==> src/rtl/bsg_test_rom_seq_pkg.sv <==
// Shared opcode/state encodings and the ROM-word layout for the test ROM sequencer.
// The word struct is a macro so each user can size the payload to its own parameter.
`ifndef BSG_TEST_ROM_SEQ_PKG_SV
`define BSG_TEST_ROM_SEQ_PKG_SV

`define BSG_TEST_ROM_SEQ_WORD_S(payload_width) \
  struct packed { \
    logic [bsg_test_rom_seq_pkg::opcode_width_lp-1:0] opcode; \
    logic [(payload_width)-1:0] payload; \
  }

package bsg_test_rom_seq_pkg;

  localparam int opcode_width_lp = 4;

  typedef enum logic [opcode_width_lp-1:0] {
    e_nop    = 4'd0,
    e_send   = 4'd1,
    e_wait   = 4'd2,
    e_finish = 4'd3,
    e_goto   = 4'd4
  } opcode_e;

  typedef enum logic [1:0] {
    eIdle = 2'd0,
    eRun  = 2'd1,
    eWait = 2'd2,
    eDone = 2'd3
  } state_e;

endpackage

`endif

==> src/rtl/bsg_test_rom_seq_wait_ctr.sv <==
// Loadable down-counter for timed waits; saturates at zero and flags it.
module bsg_test_rom_seq_wait_ctr #(
  parameter int width_p = 16
) (
  input  logic               clk,
  input  logic               reset,
  input  logic               load,
  input  logic [width_p-1:0] load_value,
  output logic               zero
);

  logic [width_p-1:0] count;

  always_ff @(posedge clk or posedge reset) begin
    if (reset) begin
      count <= '0;
    end else if (load) begin
      count <= load_value;
    end else if (count != '0) begin
      count <= count - width_p'(1);
    end
  end

  assign zero = (count == '0);

endmodule

==> src/rtl/bsg_nonsynth_test_rom_sequencer.sv <==
// Walks an async-read test ROM, executing {opcode, payload} words and replaying SENDs onto a valid/ready stream.
// Define BSG_NONSYNTH_TEST_ROM_SEQUENCER_TRACE_EN to print an execution trace.
//
// state | meaning
// eIdle | out of reset, waiting for en_i; pc held at 0
// eRun  | executing the word at pc
// eWait | WAIT counter running down; no execution
// eDone | FINISH executed; terminal until reset_i
module bsg_nonsynth_test_rom_sequencer
  import bsg_test_rom_seq_pkg::*;
#(
  parameter int rom_addr_width_p = 8,
  parameter int payload_width_p  = 16,
  parameter int wait_ctr_width_p = 16
) (
  input  logic                        clk_i,
  input  logic                        reset_i,
  input  logic                        en_i,
  output logic [rom_addr_width_p-1:0] rom_addr_o,
  input  logic [payload_width_p+3:0]  rom_data_i,
  output logic                        v_o,
  output logic [payload_width_p-1:0]  data_o,
  input  logic                        ready_i,
  output logic                        done_o,
  output logic                        error_o
);

  typedef `BSG_TEST_ROM_SEQ_WORD_S(payload_width_p) word_s;

  word_s                        word;
  state_e                       state, state_n;
  logic [rom_addr_width_p-1:0]  pc, pc_n;
  logic                         pending, pending_n;
  logic                         error, error_n;
  logic                         advance;
  logic                         load;
  logic                         ctr_zero;
  logic                         send_v;
  logic [wait_ctr_width_p-1:0]  wait_cycles;
  logic                         unused_payload_bits;

  assign word                = rom_data_i;
  assign wait_cycles         = word.payload[wait_ctr_width_p-1:0];
  assign unused_payload_bits = ^word.payload;

  bsg_test_rom_seq_wait_ctr #(
    .width_p(wait_ctr_width_p)
  ) wait_ctr (
    .clk       (clk_i),
    .reset     (reset_i),
    .load      (load),
    .load_value(wait_cycles - wait_ctr_width_p'(1)),
    .zero      (ctr_zero)
  );

  always_ff @(posedge clk_i or posedge reset_i) begin
    if (reset_i) begin
      state   <= eIdle;
      pc      <= '0;
      pending <= 1'b0;
      error   <= 1'b0;
    end else begin
      state   <= state_n;
      pc      <= pc_n;
      pending <= pending_n;
      error   <= error_n;
    end
  end

  always_comb begin
    state_n   = state;
    pc_n      = pc;
    pending_n = pending;
    error_n   = error;
    advance   = 1'b0;
    load      = 1'b0;
    send_v    = 1'b0;

    unique case (state)
      eIdle: begin
        if (en_i) state_n = eRun;
      end
      eRun: begin
        // pending keeps an offered SEND alive across an en_i drop
        if (en_i || pending) begin
          case (word.opcode)
            e_nop:  advance = 1'b1;
            e_send: begin
              send_v    = 1'b1;
              advance   = ready_i;
              pending_n = ~ready_i;
            end
            e_wait: begin
              advance = 1'b1;
              if (wait_cycles != '0) begin
                load    = 1'b1;
                state_n = eWait;
              end
            end
            e_finish: state_n = eDone;
            e_goto:   pc_n = word.payload[rom_addr_width_p-1:0];
            default: begin
              error_n = 1'b1;
              advance = 1'b1;
            end
          endcase
        end
      end
      eWait: begin
        if (ctr_zero) state_n = eRun;
      end
      eDone: begin
      end
      default: state_n = eIdle;
    endcase

    if (advance) begin
      pc_n = pc + rom_addr_width_p'(1);
      if (pc == {rom_addr_width_p{1'b1}}) error_n = 1'b1;
    end
  end

  assign rom_addr_o = pc;
  assign v_o        = send_v;
  assign data_o     = word.payload;
  assign done_o     = (state == eDone);
  assign error_o    = error;

`ifdef BSG_NONSYNTH_TEST_ROM_SEQUENCER_TRACE_EN
  always_ff @(posedge clk_i) begin
    if (!reset_i) begin
      if (state == eRun && (en_i || pending) && !(send_v && !ready_i))
        $display("[%0t] pc=%0d op=%s payload=0x%0h", $time, pc,
                 opcode_e'(word.opcode).name(), word.payload);
      if (send_v && ready_i)
        $display("[%0t] send accepted data=0x%0h", $time, word.payload);
      if (error_n && !error)
        $error("[%0t] sequencer error at pc=%0d opcode=0x%0h", $time, pc, word.opcode);
    end
  end
`else
  // trace output compiled out
`endif

endmodule
==> config.mk <==
export PLATFORM = sky130hd
export DESIGN_NAME = bsg_nonsynth_test_rom_sequencer
export DESIGN_NICKNAME = d
export VERILOG_FILES = /design/src/rtl/bsg_test_rom_seq_pkg.sv /design/src/rtl/bsg_test_rom_seq_wait_ctr.sv /design/src/rtl/bsg_nonsynth_test_rom_sequencer.sv
export SDC_FILE = /design/constraint.sdc
export NUM_CORES = 1
export LEC_CHECK = 0
export BUFFER_PORTS_ARGS = -buffer_cell sky130_fd_sc_hd__buf_2
export CAP_MARGIN = 20
export CELL_PAD_IN_SITES_DETAIL_PLACEMENT = 0
export CELL_PAD_IN_SITES_GLOBAL_PLACEMENT = 1
export CORE_MARGIN = 2
export CORE_UTILIZATION = 26
export DETAILED_ROUTE_END_ITERATION = 10
export PLACE_DENSITY = 0.61
export RECOVER_POWER = 100
export SYNTH_ARGS = -nofsm -noshare
export SYNTH_HDL_FRONTEND = slang
export SYNTH_HIERARCHICAL = 1
export SYNTH_SLANG_ARGS = --single-unit
==> constraint.sdc <==
create_clock -name clk_i -period 2.1 [get_ports clk_i]
set_input_delay 0.21 -clock clk_i [delete_from_list [all_inputs] [get_ports clk_i]]
set_output_delay 0.21 -clock clk_i [all_outputs]
set_load 0.03 [all_outputs]
Word level (Yosys, flattened, before mapping). Index checks and enable logic that the tools add are counted.

Add/subtract/negate cells: 3. Multipliers: 0. Divide/modulo/power cells: 0. Magnitude comparators: 0. Eq/ne operators: 13. Shifts and indexed selects: 0. Multiplexer cells: 27. Bitwise logic cells: 1. Reductions and logical operators: 16.

Operators with widths (count): 16-bit two-way mux (2); 8-bit two-way mux (4); 16-bit nonzero test (2); 16-bit by 1-bit subtractor with 16-bit output (second input constant) (2); 16-bit logical NOT (1); 1-bit two-way mux (14); 8-bit by 1-bit adder with 8-bit output (second input constant) (1); 4-bit by 2-bit == test with 1-bit output (second input constant) (2); 8-bit == test (second input constant) (1); 2-bit two-way mux (4); 2-bit nonzero test (4); 2-bit != test (second input constant) (3); 2-bit one-hot mux with 3 select lines (1); 3-bit AND reduction (2); 6-bit AND reduction (1); 5-bit OR reduction (1); 2-bit == test (second input constant) (2); 4-bit by 1-bit == test with 1-bit output (second input constant) (1); 4-bit by 3-bit == test with 1-bit output (second input constant) (1); 4-bit logical NOT (1); 2-bit one-hot mux with 2 select lines (1); 3-bit by 2-bit != test with 1-bit output (second input constant) (1); 3-bit != test (second input constant) (1); 3-bit nonzero test (1); 6 further kinds (6).

Flip-flop bits (word level): 28. Bits in latches: 0. RAM bits: 0. Bits in read-only memories: 0. Bits of input ports: 24. Output and inout bits: 27. Logic and storage cells: 65. Memories kept: 0.

Logic depth before layout (Yosys ltp). Gate-level depths: netlist (run 1).

Depth in word-level cells: 7. Gate-level depth with buffers: 9. Mapped depth without buffers: 8.

By module. Netlist (run 1), hierarchy kept.

By module, submodules not included: bsg_nonsynth_test_rom_sequencer (times used 1, cells each 141, area an instance 1169.9 µm², sequential area each 300.3 µm²); bsg_test_rom_seq_wait_ctr (times used 1, cells each 102, area an instance 993.5 µm², sequential area each 400.4 µm²).

Least setup slack after synthesis (run 1). Ideal clock, no wire load.

Kind: input to register. From: input port rom_data_i[6]. To: register wait_ctr.count[6]. Setup time: 0.135 ns. Arrival time: 1.800 ns. Required time: 1.965 ns. Path slack: 0.164 ns. Stages: 8. Path buffers: 1. Path through: nor4_1 > nand4_1 > o2111ai_1 > nor3_1 > inv_1 > clkbuf_1 > mux2i_1 > nor2_1.

Longest elaborated chain between the ends: 6. Elaborated cells between the ends (all ways): 8. Classes of those cells: add/sub (1); mux (5); reduce/logical (2).

Ends and longest elaborated chain: start: declaration (line bsg_nonsynth_test_rom_sequencer.sv:20) `input logic [payload_width_p+3:0] rom_data_i,`; 16-bit nonzero test * (line bsg_nonsynth_test_rom_sequencer.sv:95) `if (wait_cycles != '0) begin`; 1-bit two-way mux * (line bsg_nonsynth_test_rom_sequencer.sv:95); 1-bit two-way mux * (line bsg_nonsynth_test_rom_sequencer.sv:86) `case (word.opcode)`; 1-bit two-way mux * (line bsg_nonsynth_test_rom_sequencer.sv:85) `if (en_i || pending) begin`; 1-bit two-way mux * (line bsg_nonsynth_test_rom_sequencer.sv:79) `unique case (state)`; net load (line bsg_nonsynth_test_rom_sequencer.sv:36) `logic load;`; 16-bit two-way mux / 2-bit nonzero test (equally long branches); end signal: assignment (line bsg_test_rom_seq_wait_ctr.sv:18) `count <= load_value;`; end signal: assignment (line bsg_test_rom_seq_wait_ctr.sv:20) `count <= count - width_p'(1);`; end: declaration (line bsg_test_rom_seq_wait_ctr.sv:12) `logic [width_p-1:0] count;`.

The timed path passes the listed nets; every way through them passes the cells marked *. A chain may end at the register's enable or synchronous reset.

Worst setup path in the final report (run 1).
From: register state[0]. To: output port v_o.

Longest elaborated chain between the ends: 2.

Ends and longest elaborated chain: start: declaration (line bsg_nonsynth_test_rom_sequencer.sv:31) `state_e state, state_n;`; start signal: assignment (line bsg_nonsynth_test_rom_sequencer.sv:58) `state <= eIdle;`; start signal: assignment (line bsg_nonsynth_test_rom_sequencer.sv:63) `state <= state_n;`; 2-bit by 1-bit == test with 1-bit output (line bsg_nonsynth_test_rom_sequencer.sv:79); 1-bit two-way mux (line bsg_nonsynth_test_rom_sequencer.sv:79); end: declaration (line bsg_nonsynth_test_rom_sequencer.sv:21) `output logic v_o,`.

No other way between the ends.

==> flow_summary.yaml, run 1 <==
floorplanning:
  core-area_sq_um: 8130
  rows: 33
  die_w_um: 95.2
  start_util: 0.266
  io-pin-count: 51
  die_area_sq_um: 9070
  die_h_um: 95.2
power_and_ir_drop:
  cellInternalPower_w: 0.000754
  pwr-share-seq: 0.518
  p_per_area_nw_per_um2: 421
  pwr-share-clk: 0.337
  ir_worst_vdd_mv: 0.201
  sw_frac_of_total: 0.278
  p_leak_nw: 0.977
  power_switching_w: 0.000290
  combPwrFrac: 0.146
setup_path:
  crit_chain: "o21a_1 -> nand2_1 -> nor3_1 -> clkbuf_2"
  worstPathRequired_ns: 1.89
  start_kind: "register"
  r2r-end: "wait_ctr/count[15]$_DFFE_PP0P_"
  rr_worst_depth: 5
  critPathSlowestCell: "dfrtp_1"
  slowest_delay_ns: 0.40
  cp-end-kind: "output port"
  critPathArrivalTime_ns: 1.70
  timing.rr.start: "wait_ctr/count[2]$_DFFE_PP0P_"
  critPathMaxFanout: 5
  crit_type: "register to output port"
  r2r_setup_slack_ns: 0.19
drt:
  wl_um: 5310
  viasPerCell: 4.57
  vias: 1797
  ant_nets: 0
  drc_errors: 0
  drt_iter0_drc: 78
  dr.pass1.iters: 4
  post_drt_wl_per_cell_um: 13.5
synthesis:
  yosysSeqAreaShare: 0.324
  synth_top_cell_by_area: "dfrtp_1"
  ys.warnings.count: 6
  synth.avg_cell_area_sq_um: 8.90
  syn_area_sq_um: 2160
  synthArstFlopShare: 1.00
  synth_edf_count: 0
  synth_area_leaders: "dfrtp_1 (32%), xnor2_1 (6.1%), buf_4 (5.6%), nand2_1 (5.2%), xor2_1 (3.6%)"
  ys_ff_latch: 28
  yosysTopAreaCellShare: 0.324
  synth_fp_nets: 271
  synth_ff_type: "dfrtp_1"
  synth.distinct_cells: 62
  netlist_instances: 243
grt:
  grt_start_max_net_pins: 22
  antenna_found_initial: 0
  grt_pass1_vias: 1774
  met3_usage: 0.0119
  met1_usage: 0.165
  grt_usage: 0.124
  grt_first_pass_wirelength_um: 8760
  grt-ovfl-total: 0
  top_usage_layer: "met2"
  grt.met2_usage: 0.212
place:
  placedInstanceArea_sq_um: 2480
  port_buffers: 50
  dp_hpwl_um: 4290
  gp_congestion: 0.776
run_status:
  status: "finished clean"
min_path:
  hold-path-endpoint: "pending$_DFFE_PP0P_"
  worstHoldStart: "ready_i"
  min_path_cells: 2
  hold_class: "primary input to register"
timing:
  rsz0062_at_grt: "no"
  skew_ns: 0.00364
  setup_viol: 0
  tightest_slew_ns: 0.619
  period_needed_ns: 1.91
  hold_violations: 0
  timing.fmax_mhz: 523
  maxSlewViolCount: 0
  slew_headroom: 0.587
  fin_crit_sh: 0.911
  fin_tns_setup_ns: 0
layout:
  diodes: 0
  nets: 317
  area_growth_pct: 14.8
  drive_above_1_share: 0.181
  design_area_sq_um: 2480
cts:
  cts_setup_buffers: 0
  path_clk_slew_ns: 0.10
  cts_max_path_buffers: 2
  cts_tree: "yes"
  ctsHtreeMaxLevel: 1
  insertion_delay_ns: 0.28
  cts_inserted_buffers: 3
  cts_sinks: 28
  cts-root-buf: "clkbuf_8"
  cts_resized: 0
job:
  cap_violations: 0
-- sequential cells by signal, indices dropped and copies added (netlist names) --
name and count:
pending 1, wait_ctr/count 16, state 2, rom_addr_o 8, error_o 1
-- cell usage in the layout, fill, tap and decap left out, drive strengths merged, types with 2 or more instances in the layout --
master and instances:
inv 13, a211oi 2, xnor2 15, clkbuf 37, mux2i 3, a21oi 8, nor2 18, and2 3
a221o 2, nor4 6, nand2 30, nand3b 2, dfrtp 28, nor3 10, a32o 2, a22oi 3
nor3b 4, or3 3, mux2 2, nand2b 3, o21ai 11, xor2 9, ha 4, o2111ai 2
buf 28, nand3 8, and3 2, o31ai 3, nand4 4, o211ai 6
-- cells in the mapped netlist, types with 2 or more instances --
cell type / count
o21ai_1: 4
nor3_1: 6
nand4_1: 3
buf_4: 16
inv_1: 13
nand2b_1: 3
nor4_1: 4
nor2_1: 17
nand2_1: 30
and2_2: 2
clkbuf_1: 3
o2111ai_1: 2
o211ai_1: 5
xor2_1: 9
nor3b_2: 2
a32o_1: 2
a22oi_1: 3
a21oi_1: 8
nand3b_1: 2
or3_1: 3
mux2i_1: 3
nor3b_1: 2
a221o_1: 2
nor3_2: 3
o31ai_1: 3
nand3_1: 7
xnor2_1: 15
ha_1: 4
dfrtp_1: 28
o21ai_0: 7
-- through the flow --
stage / util / hold slack (ns) / worst slack, ns / cells / power [W]
2_1_floorplan: - / 0.0747 / 0.164 / 243 / 0.000657
3_3_place_gp: 0.305 / 0.296 / 0.0952 / 388 / 0.000712
3_5_place_dp: 0.305 / 0.291 / 0.0616 / 388 / 0.000711
4_1_cts: 0.313 / 0.106 / 0.167 / 393 / 0.00107
5_1_grt: 0.305 / 0.105 / 0.0310 / 393 / 0.00109
6_report: 0.305 / 0.106 / 0.187 / 393 / 0.00104
-- area by class of cell --
type / instances / area (sq um)
Inverter: 13 / 48.8
Sequential cell: 28 / 701
Clock buffer: 4 / 55.1
Tap cell: 105 / 131
Multi-Input combinational cell: 181 / 1250
Timing Repair Buffer: 62 / 295
Fill cell: 894 / 5650
-- power groups by stage --
stage | clock (W) | combinational, W | sequential, W
after global routing | 0.000385 | 0.000167 | 0.000541
after global placement | 0 | 0.000160 | 0.000551
after CTS | 0.000365 | 0.000162 | 0.000541
final | 0.000352 | 0.000152 | 0.000541
after detailed placement | 0 | 0.000160 | 0.000551
after floorplan | 0 | 0.000106 | 0.000551
-- logic make-up after synthesis --
group                      share of synthesized area
AOI/OAI and AO/OA                              0.164
xor gates and xnor gates                      0.0972
adders and majority gates                     0.0231
buffers and inverters                         0.0908
DFF                                            0.324
muxes                                         0.0243
and+or+nand+nor                                0.276
-- how the worst max path moves through the flow --
stage	to	slack, ns	start
2_1_floorplan	wait_ctr/count[6]$_DFFE_PP0P_	0.16	rom_data_i[6]
3_3_place_gp	wait_ctr/count[6]$_DFFE_PP0P_	0.1	rom_data_i[12]
3_5_place_dp	wait_ctr/count[9]$_DFFE_PP0P_	0.06	rom_data_i[12]
4_1_cts	v_o	0.17	state[0]$_DFFE_PP0P_
5_1_grt	wait_ctr/count[15]$_DFFE_PP0P_	0.03	wait_ctr/count[2]$_DFFE_PP0P_
6_report	v_o	0.19	state[0]$_DFFE_PP0P_
-- worst max-delay path, delay by kind of cell, from the launching register on --
family	cells	cell delay, ns
compound gates	1	0.23
flops	1	0.40
simple gates	2	0.51
buf+inv	1	0.28
-- layer usage --
layer,vias up,part of all wire
li1,945,-
met3,4,0.021
met2,30,0.49
met4,0,0.013
met1,818,0.47
met5,-,0
-- what timing repair did --
item / 4_1_cts / 5_1_grt
hold buffers: 1 / 0
setup endpoints to repair: 0 / 0
endpoints found under the hold margin: 12 / 0
Power figures use the tool's default switching activity.
==> run 2: changes to the inputs <==
--- a/config.mk
+++ b/config.mk
@@ -5,14 +5,15 @@
 export SDC_FILE = /design/constraint.sdc
 export NUM_CORES = 1
 export LEC_CHECK = 0
+export ABC_AREA = 1
 export BUFFER_PORTS_ARGS = -buffer_cell sky130_fd_sc_hd__buf_2
 export CAP_MARGIN = 20
 export CELL_PAD_IN_SITES_DETAIL_PLACEMENT = 0
 export CELL_PAD_IN_SITES_GLOBAL_PLACEMENT = 1
 export CORE_MARGIN = 2
-export CORE_UTILIZATION = 26
+export CORE_UTILIZATION = 39
 export DETAILED_ROUTE_END_ITERATION = 10
-export PLACE_DENSITY = 0.61
+export PLACE_DENSITY = 0.85
 export RECOVER_POWER = 100
 export SYNTH_ARGS = -nofsm -noshare
 export SYNTH_HDL_FRONTEND = slang
==> run 2 against run 1 <==
Compared with the run above:
- via count is 29% higher
- global-route usage is 3.7 points higher
- die area shrank 20%
- clock power down 4%
- highest routed layer unchanged
- maximum frequency increased by 3.6%
- wire length up 6.9%
==> flow_summary.yaml, run 2 <==
setup_path:
  path_buf_inv: 4
  critPathTopFamily: "simple AND/OR/NAND/NOR gates"
  crit_chain: "clkinv_1 -> nor2_1 -> nand2_1 -> clkinv_2 -> nand3_1 -> inv_1 -> inv_1 -> or2_2 -> nand2_1 -> nor2_1"
  critPathArrivalTime_ns: 2.02
  cp-end-kind: "register"
  critPathSlowestCell: "dfrtp_1"
  critPathMaxFanout: 15
  slowest_delay_ns: 0.40
  worstPathRequired_ns: 2.27
  crit_type: "register to register"
  start_kind: "register"
synthesis:
  synth-xor-area-share: 0.0617
  yosysTopAreaCellShare: 0.274
  synth_fa_ha_area_frac: 0.0196
  synth.distinct_cells: 32
  synth_top_cell_by_area: "dfrtp_1"
  synth_edf_count: 0
  netlist_instances: 381
  synth_top_family_by_area: "simple AND/OR/NAND/NOR gates"
  syn_area_sq_um: 2550
  synth.most_common_cell: "nand2_1"
  synth_ff_type: "dfrtp_1"
  synth.avg_cell_area_sq_um: 6.70
  synthMuxAreaShare: 0
  synth_area_leaders: "dfrtp_1 (27%), nand2_1 (17%), inv_1 (7.5%), nor2_1 (5.7%), nand3_1 (5.1%)"
  synth-simple-area-share: 0.445
  synth_compound_gate_area_share: 0.0637
  ys_ff_latch: 28
  ys.warnings.count: 6
  yosysSeqAreaShare: 0.274
  synth_commonest_cells: "nand2_1 (117), inv_1 (51), nor2_1 (39)"
  synth_fp_nets: 409
  synthArstFlopShare: 1.00
cts:
  cts_sinks: 28
  cts_inserted_buffers: 3
  cts_max_path_buffers: 2
  cts-root-buf: "clkbuf_8"
  path_clk_slew_ns: 0.10
  ctsHtreeMaxLevel: 1
  cts_setup_buffers: 0
  insertion_delay_ns: 0.27
  cts_tree: "yes"
grt:
  grt_pass1_vias: 2184
  grt_usage: 0.161
  antenna_found_initial: 0
  grt_first_pass_wirelength_um: 9720
  grt-ovfl-total: 0
  grt_start_max_net_pins: 21
layout:
  nets: 448
  diodes: 0
  final_common_cell: "nand2_1"
  drive_above_1_share: 0.160
  largest_register: "wait_ctr/count"
  final_cell_mix: "nand2_1 (118), inv_1 (51), nor2_1 (41)"
  design_area_sq_um: 2780
  final-instance-count-excl-fill: 496
  area_growth_pct: 9.02
  largest_register_ffs: 16
power_and_ir_drop:
  p_leak_nw: 1.45
  p_per_area_nw_per_um2: 1110
  power_w: 0.00309
  ir_worst_vdd_mv: 0.605
timing:
  slew_headroom: 0.599
  fin_crit_sh: 0.880
  maxSlewViolCount: 0
  hold_violations: 0
  rsz0062_at_grt: "no"
  tightest_slew_ns: 0.600
  setup_viol: 0
  fin_tns_setup_ns: 0
  skew_ns: 0.00422
  period_needed_ns: 1.85
  whs_ns: 0.138
  timing.fmax_mhz: 541
drt:
  vias: 2312
  viasPerCell: 4.66
  drt_iter0_drc: 94
  wl_um: 5670
  post_drt_wl_per_cell_um: 11.4
  dr.pass1.iters: 4
  ant_nets: 0
  drc_errors: 0
floorplanning:
  die_area_sq_um: 7210
  core-area_sq_um: 6350
  start_util: 0.402
  io-pin-count: 51
  rows: 29
  die_h_um: 84.9
  die_w_um: 84.9
place:
  dp_hpwl_um: 4690
  port_buffers: 50
  placedInstanceArea_sq_um: 2780
  gp_congestion: 0.809
  place_inst: 491
job:
  cap_violations: 0
min_path:
  hold_class: "primary input to register"
run_status:
  status: "finished clean"
## run 2: cell type report
type,instances,area [sq um]
sequential,28,701
inverter,55,208
timing repair buffer,53,240
clock buffer,4,55.1
multi-input combinational,279,1480
tap,77,96.3
fill,670,3570
## run 2: worst reg2reg max path, delay by kind of cell (launching register included)
kind                   cells  cell delay (ns)
and+or+nand+nor            6             0.81
buffers and inverters      4             0.52
DFF                        1             0.40
## run 2: kinds of logic (layout without fill, tap and decap cells)
kind of cell | count (synthesis) | count (layout)
compound gates | 30 | 30
xor+xnor | 18 | 18
fa+ha+maj | 4 | 4
buf+inv | 74 | 112
flops | 28 | 28
simple gates | 227 | 227
## run 2: what timing repair did
| action | in CTS | in global routing |
|---|---|---|
| endpoints found under the setup margin | 0 | 1 |
| endpoints found under the hold margin | 12 | 0 |
| resized for setup | 0 | 1 |
| hold buffers | 1 | 0 |
## run 2: path summary, 6_finish.rpt
path                                      start                            end  slack (ns)  cells past startpoint
max in group asynchronous               reset_i  wait_ctr/count[9]$_DFFE_PP0P_        1.18                      3
hold / removal                          ready_i            pending$_DFFE_PP0P_        0.14                      2
setup reg to reg           state[0]$_DFFE_PP0P_  wait_ctr/count[9]$_DFFE_PP0P_        0.25                     10
min in group asynchronous               reset_i           state[0]$_DFFE_PP0P_        0.49                      3
hold reg to reg             pending$_DFFE_PP0P_            pending$_DFFE_PP0P_        0.51                      2
setup / recovery           state[0]$_DFFE_PP0P_  wait_ctr/count[9]$_DFFE_PP0P_        0.25                     10
## run 2: report_power, final
part           leakage [nW]  switching, W  total [W]  internal [W]
clock network        0.0288      0.000171   0.000339      0.000168
registers             0.330      0.000307    0.00110      0.000791
logic                  1.10       0.00110    0.00166      0.000560
## run 2: per-stage QoR
step           utilization  setup slack [ns]
3_3_place_gp         0.437             0.256
6_report             0.438             0.253
4_1_cts              0.448             0.206
2_1_floorplan            -             0.449
5_1_grt              0.438            0.0429
3_5_place_dp         0.437             0.213
## run 2: routing by layer
layer	vias to the layer above	global-route usage	routed length, um
li1	1238	-	-
met1	1031	0.206	2650
met2	39	0.298	2830
met3	4	0.0117	140
met4	0	0.0317	50
met5	-	0	0
==> run 3: changes to the inputs <==
--- a/config.mk
+++ b/config.mk
@@ -11,9 +11,9 @@
 export CELL_PAD_IN_SITES_DETAIL_PLACEMENT = 0
 export CELL_PAD_IN_SITES_GLOBAL_PLACEMENT = 1
 export CORE_MARGIN = 2
-export CORE_UTILIZATION = 39
+export CORE_UTILIZATION = 42
 export DETAILED_ROUTE_END_ITERATION = 10
-export PLACE_DENSITY = 0.85
+export PLACE_DENSITY = 0.91
 export RECOVER_POWER = 100
 export SYNTH_ARGS = -nofsm -noshare
 export SYNTH_HDL_FRONTEND = slang
==> constraint.sdc (replaced) <==
create_clock -name clk_i -period 2.2 [get_ports clk_i]
set_input_delay 0.22 -clock clk_i [delete_from_list [all_inputs] [get_ports clk_i]]
set_output_delay 0.22 -clock clk_i [all_outputs]
set_load 0.005 [all_outputs]
==> run 3 against run 2 <==
Compared with the run above:
- clock power fell by 4%
- critical path depth fell by 2
- die area fell by 6.8%
- core utilization rose by 3.2 points
- maximum frequency fell by 6.8%
- design area fell by 0.45%
- non-clock buffer count fell by 1
- first-iteration DRC count rose by 8.5%
- setup slack got worse by 0.035 ns
- sequential share of layout area rose by 0.11 points
- via count fell by 1.0%
- sequential power fell by 5%
- critical endpoint is now rom_addr_o[5]$_DFFE_PP0P_
==> flow_summary.yaml, run 3 (synthesis results as in run 2) <==
setup_path:
  worstPathRequired_ns: 2.38
  crit_chain: "nor2_1 -> nand2_2 -> clkinv_2 -> nand2_4 -> nor2_1 -> nand2_1 -> nand2_1 -> nand2_1"
  timing.rr.start: "state[1]$_DFFE_PP0P_"
  critPathArrivalTime_ns: 2.16
  critPathLaunch: "state[1]$_DFFE_PP0P_"
  critPathMaxFanout: 10
  critPathSlowestCell: "nor2_1"
  r2r_setup_slack_ns: 0.22
  critical_path_depth: 8
  rr_worst_depth: 8
  crit_path_frequent_cell: "nand2_1"
  start_kind: "register"
  critPathTopFamily: "simple AND/OR/NAND/NOR gates"
  crit_type: "register to register"
  cp-end-kind: "register"
  slowest_delay_ns: 0.68
  r2r-end: "rom_addr_o[5]$_DFFE_PP0P_"
  path_buf_inv: 1
power_and_ir_drop:
  cellInternalPower_w: 0.00147
  p_leak_nw: 1.49
  combPwrFrac: 0.505
  ir_worst_vdd_mv: 0.501
  power_switching_w: 0.00131
  pwr-share-seq: 0.378
  pwr-share-clk: 0.117
  p_per_area_nw_per_um2: 1000
  sw_frac_of_total: 0.472
cts:
  cts_tree: "yes"
  cts-root-buf: "clkbuf_8"
  ctsHtreeMaxLevel: 1
  cts_sinks: 28
  cts_resized: 0
  cts_inserted_buffers: 3
  cts_max_path_buffers: 2
  path_clk_slew_ns: 0.10
  insertion_delay_ns: 0.28
drt:
  ant_nets: 0
  vias: 2288
  drc_errors: 0
  viasPerCell: 4.64
  dr.pass1.iters: 5
  wl_um: 5500
  post_drt_wl_per_cell_um: 11.2
  drt_iter0_drc: 102
timing:
  rsz0062_at_grt: "no"
  skew_ns: 0.00302
  period_needed_ns: 1.98
  timing.fmax_mhz: 504
  slew_headroom: 0.397
  setup_viol: 0
  hold_violations: 0
  tightest_slew_ns: 0.901
  maxSlewViolCount: 0
  fin_tns_setup_ns: 0
  fin_crit_sh: 0.901
grt:
  grt_usage: 0.173
  grt_start_max_net_pins: 21
  grt_first_pass_wirelength_um: 9150
  antenna_found_initial: 0
  grt-ovfl-total: 0
  grt_pass1_vias: 2028
place:
  port_buffers: 50
  gp_congestion: 0.829
  placedInstanceArea_sq_um: 2770
  place_inst: 488
  dp_hpwl_um: 4500
floorplanning:
  die_area_sq_um: 6720
  rows: 28
  die_w_um: 82.0
  die_h_um: 82.0
  io-pin-count: 51
  core-area_sq_um: 5890
  start_util: 0.434
layout:
  final_cell_mix: "nand2_1 (117), inv_1 (52), nor2_1 (41)"
  fill_cells: 659
  drive_above_1_share: 0.179
  multi_input_area_sq_um: 1470
  seqCellArea_sq_um: 701
  design_area_sq_um: 2770
  nets: 447
  final_common_cell: "nand2_1"
  largest_register_ffs: 16
  largest_register: "wait_ctr/count"
  area_growth_pct: 8.53
  final-instance-count-excl-fill: 493
  diodes: 0
min_path:
  hold_class: "primary input to register"
  hold-path-endpoint: "pending$_DFFE_PP0P_"
  worstHoldStart: "ready_i"
  min_path_cells: 2
run_status:
  status: "finished clean"
job:
  cap_violations: 0
run 3: worst max path at each step:
stage                                                 to  slack, ns
after floorplan                     state[1]$_DFFE_PP0P_       0.55
after global placement    wait_ctr/count[12]$_DFFE_PP0P_       0.34
after detailed placement  wait_ctr/count[10]$_DFFE_PP0P_       0.31
after CTS                           state[1]$_DFFE_PP0P_       0.31
after global routing                state[1]$_DFFE_PP0P_       0.06
final                          rom_addr_o[5]$_DFFE_PP0P_       0.22
run 3: through the flow:
stage / util / total power, W / setup WS, ns / hold slack (ns)
4_1_cts: 0.481 / 0.00285 / 0.309 / 0.137
3_5_place_dp: 0.470 / 0.00251 / 0.311 / 0.283
5_1_grt: 0.471 / 0.00305 / 0.0574 / 0.161
2_1_floorplan: - / 0.00215 / 0.549 / 0.0847
6_report: 0.471 / 0.00278 / 0.218 / 0.136
3_3_place_gp: 0.470 / 0.00250 / 0.335 / 0.294
run 3: per-layer routing:
metal | vias up | wire (um) | track usage
met1 | 1002 | 2600 | 0.233
met4 | 0 | 94 | 0.0517
met3 | 8 | 159 | 0.0132
met2 | 37 | 2640 | 0.294
met5 | - | 0 | 0
li1 | 1241 | - | -
run 3: area by class of cell:
class	instances	share of cell area
repair buffers	52	0.0885
inverters	55	0.0749
well taps	75	0.0339
multi-input cells	279	0.530
flip-flops and latches	28	0.253
clock buffers	4	0.0199
run 3: power by group through the flow:
stage	registers [W]	clock network (W)	logic [W]
final	0.00105	0.000326	0.00140
after global routing	0.00109	0.000352	0.00161
after CTS	0.00105	0.000338	0.00146
after detailed placement	0.00106	0	0.00145
after global placement	0.00105	0	0.00144
after floorplan	0.00101	0	0.00114
run 3: timing repair:
action                    CTS  global route
hold buffers                1             0
buffers inserted            0             0
hold endpoints to repair   12             0
